===== config.mk =====
export PLATFORM = sky130hd
export DESIGN_NAME = cipher_session_ctrl
export DESIGN_NICKNAME = d
export VERILOG_FILES = /design/src/rtl/cipher_pkg.sv /design/src/rtl/lfsr3_sbox_keygen.sv /design/src/rtl/cipher_session_ctrl.sv
export SDC_FILE = /design/constraint.sdc
export NUM_CORES = 1
export LEC_CHECK = 0
export CAP_MARGIN = 20
export CORE_MARGIN = 4
export CORE_UTILIZATION = 50
export DETAILED_ROUTE_END_ITERATION = 10
export MAX_ROUTING_LAYER = met4
export PLACE_DENSITY_LB_ADDON = 0.3
export RECOVER_POWER = 50
export SKIP_LAST_GASP = 1
export SYNTH_ARGS = -nofsm -noshare
export SYNTH_HDL_FRONTEND = slang
export SYNTH_SLANG_ARGS = --single-unit

===== constraint.sdc =====
create_clock -name clk -period 5.1 [get_ports clk]
set_clock_uncertainty 0.1 [all_clocks]
set_input_delay 1.275 -clock clk [delete_from_list [all_inputs] [get_ports clk]]
set_output_delay 1.275 -clock clk [all_outputs]
set_load 0.03 [all_outputs]

===== src/rtl/cipher_pkg.sv =====
// cipher_pkg: shared LFSR taps, S-box table, controller states and LFSR step helper
package cipher_pkg;

   localparam logic [7:0] TAP1 = 8'h71;
   localparam logic [7:0] TAP2 = 8'h87;
   localparam logic [7:0] TAP3 = 8'h1B;

   localparam logic [2:0] SBOX [8] = '{3'd5, 3'd3, 3'd6, 3'd1, 3'd7, 3'd0, 3'd4, 3'd2};

   typedef enum logic [2:0] {
      ST_IDLE,
      ST_LOAD,
      ST_WARMUP,
      ST_WAIT_IN,
      ST_CRYPT,
      ST_OUT
   } state_e;

   function automatic logic [7:0] lfsr_step(input logic [7:0] s, input logic [7:0] taps);
      return {^(s & taps), s[7:1]};
   endfunction

endpackage


===== src/rtl/lfsr3_sbox_keygen.sv =====
// lfsr3_sbox_keygen: three 8-bit LFSRs combined through a 3-bit S-box into one keystream bit
module lfsr3_sbox_keygen #(
   parameter int SBOX_BIT = 0
) (
   input  logic        clk,
   input  logic        rst,
   input  logic        load,
   input  logic        step,
   input  logic [23:0] seed,
   output logic        ks
);
   import cipher_pkg::*;

   logic [7:0] s1_q, s2_q, s3_q;
   logic [7:0] s1_d, s2_d, s3_d;
   logic [2:0] sb;

   // load overrides step; with neither the generator position is frozen
   always_comb begin
      s1_d = load ? seed[7:0]   : step ? lfsr_step(s1_q, TAP1) : s1_q;
      s2_d = load ? seed[15:8]  : step ? lfsr_step(s2_q, TAP2) : s2_q;
      s3_d = load ? seed[23:16] : step ? lfsr_step(s3_q, TAP3) : s3_q;
   end

   // all-zero after reset; only a load brings the registers to a usable state
   always_ff @(posedge clk or posedge rst) begin
      if (rst) begin
         s1_q <= '0;
         s2_q <= '0;
         s3_q <= '0;
      end else begin
         s1_q <= s1_d;
         s2_q <= s2_d;
         s3_q <= s3_d;
      end
   end

   assign sb = SBOX[{s1_q[7], s2_q[7], s3_q[7]}];
   assign ks = sb[SBOX_BIT];

endmodule


===== src/rtl/cipher_session_ctrl.sv =====
// cipher_session_ctrl: seeds the keystream generator, runs warm-up and streams bytes through the cipher
module cipher_session_ctrl #(
   parameter int WARMUP   = 64,
   parameter int SBOX_BIT = 0,
   parameter int CNT_W    = 16
) (
   input  logic             clk,
   input  logic             rst,
   input  logic             start,
   input  logic             stop,
   input  logic [23:0]      key,
   input  logic [23:0]      iv,
   input  logic             in_valid,
   output logic             in_ready,
   input  logic [7:0]       in_data,
   output logic             out_valid,
   input  logic             out_ready,
   output logic [7:0]       out_data,
   output logic             busy,
   output logic             key_err,
   output logic [CNT_W-1:0] byte_count
);
   import cipher_pkg::*;

   localparam logic [15:0] WU_LAST = 16'(WARMUP - 1);

   state_e           state_q, state_d;
   logic [23:0]      key_q, key_d, iv_q, iv_d, seed;
   logic [15:0]      wu_q, wu_d;
   logic [2:0]       bit_q, bit_d;
   logic [7:0]       din_q, din_d, res_q, res_d, out_data_q, out_data_d;
   logic [CNT_W-1:0] cnt_q, cnt_d;
   logic             stop_pend_q, stop_pend_d;
   logic             in_ready_q, in_ready_d, out_valid_q, out_valid_d;
   logic             busy_q, busy_d, key_err_q, key_err_d;
   logic             seed_bad, ks, gen_load, gen_step;

   assign seed     = key_q ^ iv_q;
   assign seed_bad = (seed[7:0] == 8'h00) || (seed[15:8] == 8'h00) || (seed[23:16] == 8'h00);
   assign gen_load = state_q == ST_LOAD;
   assign gen_step = (state_q == ST_WARMUP) || (state_q == ST_CRYPT);

   lfsr3_sbox_keygen #(.SBOX_BIT(SBOX_BIT)) u_keygen (
      .clk  (clk),
      .rst  (rst),
      .load (gen_load),
      .step (gen_step),
      .seed (seed),
      .ks   (ks)
   );

   // session sequencing; outputs are decoded from the next state so they come straight off flops
   always_comb begin
      state_d     = state_q;
      key_d       = key_q;
      iv_d        = iv_q;
      wu_d        = wu_q;
      bit_d       = bit_q;
      din_d       = din_q;
      res_d       = res_q;
      out_data_d  = out_data_q;
      cnt_d       = cnt_q;
      stop_pend_d = stop_pend_q | (stop & (state_q != ST_IDLE));
      key_err_d   = 1'b0;
      case (state_q)
         ST_IDLE: if (start) begin
            state_d     = ST_LOAD;
            key_d       = key;
            iv_d        = iv;
            cnt_d       = '0;
            stop_pend_d = 1'b0;
         end
         ST_LOAD: begin
            key_err_d = seed_bad;
            wu_d      = '0;
            state_d   = seed_bad ? ST_IDLE : (WARMUP == 0) ? ST_WAIT_IN : ST_WARMUP;
         end
         ST_WARMUP: begin
            wu_d    = wu_q + 16'd1;
            state_d = (wu_q == WU_LAST) ? ST_WAIT_IN : ST_WARMUP;
         end
         ST_WAIT_IN: if (stop || stop_pend_q) begin
            state_d = ST_IDLE;
         end else if (in_valid) begin
            din_d   = in_data;
            bit_d   = 3'd0;
            state_d = ST_CRYPT;
         end
         ST_CRYPT: begin
            res_d[bit_q] = din_q[bit_q] ^ ks;
            bit_d        = bit_q + 3'd1;
            if (bit_q == 3'd7) begin
               out_data_d = res_d;
               state_d    = ST_OUT;
            end
         end
         ST_OUT: if (out_ready) begin
            cnt_d   = cnt_q + 1'b1;
            state_d = ST_WAIT_IN;
         end
         default: state_d = ST_IDLE;
      endcase
      in_ready_d  = state_d == ST_WAIT_IN;
      out_valid_d = state_d == ST_OUT;
      busy_d      = state_d != ST_IDLE;
   end

   // controller state; async reset drops any session in flight
   always_ff @(posedge clk or posedge rst) begin
      if (rst) begin
         state_q     <= ST_IDLE;
         key_q       <= '0;
         iv_q        <= '0;
         wu_q        <= '0;
         bit_q       <= '0;
         din_q       <= '0;
         res_q       <= '0;
         out_data_q  <= '0;
         cnt_q       <= '0;
         stop_pend_q <= 1'b0;
         in_ready_q  <= 1'b0;
         out_valid_q <= 1'b0;
         busy_q      <= 1'b0;
         key_err_q   <= 1'b0;
      end else begin
         state_q     <= state_d;
         key_q       <= key_d;
         iv_q        <= iv_d;
         wu_q        <= wu_d;
         bit_q       <= bit_d;
         din_q       <= din_d;
         res_q       <= res_d;
         out_data_q  <= out_data_d;
         cnt_q       <= cnt_d;
         stop_pend_q <= stop_pend_d;
         in_ready_q  <= in_ready_d;
         out_valid_q <= out_valid_d;
         busy_q      <= busy_d;
         key_err_q   <= key_err_d;
      end
   end

   assign in_ready   = in_ready_q;
   assign out_valid  = out_valid_q;
   assign out_data   = out_data_q;
   assign busy       = busy_q;
   assign key_err    = key_err_q;
   assign byte_count = cnt_q;

endmodule

==> impl_metrics.toml <==
[sta]
final_max_slew_viol_count = 59
setup_viol = 0
fin_crit_sh_pct = 59.0
min_period_ns = 3.01
tightest_slew_ns = 1.77
hold_violations = 0
setup_tns_ns = 0
fmax_mhz = 332
rsz0062_at_grt = "false"
whs_ns = 0.375
relSlewSlack_pct = -18.1

[grt]
globalRouteOverflowTotal = 0
grt_antenna_before_repair = 0
grt_pass1_vias = 4602
grt.total_usage_pct = 19.1
grt_max_degree = 117
grt_pass1_wl_mm = 21.9

[critical_path]
critPathLaunchType = "flip-flop"
worst-path-buf-inv = 1
cp.arrival_ns = 1.63
slowest_delay_ns = 0.73
endpoint_kind = "output pin"
cp_top_family = "buffers and inverters"
crit_type = "reg2out"
path_cells = "clkdlybuf4s50_1"
cpMaxStageDelayCell = "clkdlybuf4s50_1"
worstPathRequired_ns = 3.72
path_max_fanout = 7

[floorplan]
rows = 41
ios = 90
die_h_um = 122
coreArea_um2 = 12700
initial_core_util_pct = 51.4
die_x_um = 122
die_area_um2 = 14900

[power_and_ir_drop]
worst_ir_drop_vdd_mv = 0.508
p_leak_nw = 3.47
power_density_nw_per_um2 = 571

[clocking]
cts_tree = "done"
cts-root-buf = "clkbuf_16"
clock-sinks = 139
post_cts_resize_count = 0
clk_path_buf_depth = 2
clock_latency_ns = 0.42
cts_max_level = 4
cts-buffers-inserted = 17
clk_pin_slew_ns = 0.06
post_cts_buffers = 0
cts_hold_buf = 0

[route]
drt_iter0_markers = 279
wl_per_cell_um = 14.9
drc = 0
ant_nets = 0
dr.pass1.iters = 4
drt_wl_total_mm = 12.8
vias = 4563
vias_per_cell = 5.31

[synth]
synth_edf_count = 0
synthFlopType = "dfrtp_1"
synth_most_common_cell = "dfrtp_1"
yosysSeqAreaShare_pct = 53.5
syn_nets = 657
synth_cell_types = 44
synth_commonest_cells = "dfrtp_1, mux2_2, nand2_1"
yosysTopAreaCellShare_pct = 53.5
avgSynthCellArea_um2 = 11.0
syn_inst = 591
syn_area_um2 = 6510
synthTopCellsByArea = "dfrtp_1, mux2_2, xnor2_1"
synth_seq_cells = 139
netlist.top_cell.by_area = "dfrtp_1"
synthArstFlopShare_pct = 100
yosys_warnings = 0

[place]
dp_hpwl_mm = 8.72
placed_cell_area_um2 = 7500
port_buffers = 89
place.gp.congestion = 0.850

[job]
drv_cap = 1

[layout]
final_util_pct = 64.4
stdcell_area_um2 = 8160
diodes = 0
area_growth_pct = 25.4
finalNetCount = 741
drive_gt1_share_pct = 16.7

[worst_hold_path]
hp-class = "reg2reg"

[outcome]
status = "finished with violations"
violations = "capacitance limit, slew limit"
-- logic make-up after synthesis --
family          share of synthesized area (%)
simple gates                             14.3
compound gates                           8.75
fa+ha+maj                               0.769
buf+inv                                  2.65
flops                                    53.5
xor+xnor                                 6.59
mux                                      13.5
-- layer usage --
| layer | GRT usage (%) | wire length (um) | up-vias | share of wire, % |
|---|---|---|---|---|
| met5 | - | 0 | - | 0 |
| met4 | 6.86 | 210 | 0 | 1.6 |
| met3 | 4.78 | 436 | 22 | 3.4 |
| met2 | 30.6 | 6530 | 73 | 51 |
| met1 | 23.8 | 5600 | 2236 | 44 |
| li1 | - | - | 2232 | - |
-- placed cells by master (no fill, tap or decap), drive strengths merged, types with 18 or more instances in the layout --
master	instances
dfrtp	139
clkdlybuf4s50	86
mux2	64
nand2	63
o21ai	51
nor2	49
xnor2	31
a21oi	31
nand4	22
clkbuf	20
nand3	18
xor2	18
-- stage by stage --
stage	std cells	total power, mW	setup slack [ns]
finish	860	4.66	2.09
global placement	826	3.29	1.73
floorplan	591	3.02	0.000484
detailed placement	826	3.37	1.70
global route	860	5.00	1.82
CTS	858	4.72	2.08
-- registers in the layout (all words and copies together), names as in the netlist, 3 cells and up --
register,count
iv_q,24
key_q,24
byte_count,16
wu_q,16
din_q,8
out_data,8
res_q,8
u_keygen.s1_q,8
u_keygen.s2_q,8
u_keygen.s3_q,8
bit_q,3
state_q,3
-- area by class of cell --
class / count / area, um2
clock buffers: 19 / 443
clock inverters: 13 / 198
fillers: 1007 / 4510
inverters: 4 / 16.3
multi-input cells: 419 / 2850
flip-flops and latches: 139 / 3480
well taps: 172 / 215
repair buffers: 94 / 957
-- power by group --
part / internal [mW] / switching (mW) / leakage, nW
registers: 1.49 / 0.322 / 1.78
clock network: 0.876 / 0.451 / 0.320
logic: 0.760 / 0.764 / 1.37
-- worst paths after layout --
check	slack [ns]	from	depth (start not counted)	to
hold / removal	0.37	out_data[2]	2	out_data[2]
setup reg to reg	2.37	state_q[0]	3	wu_q[5]
max in group asynchronous	2.11	rst	4	din_q[5]
setup / recovery	2.09	byte_count[7]	1	byte_count[7]
hold reg to reg	0.37	out_data[2]	2	out_data[2]
min in group asynchronous	1.48	rst	2	u_keygen.s3_q[4]
(Power assumes the default switching activity.)
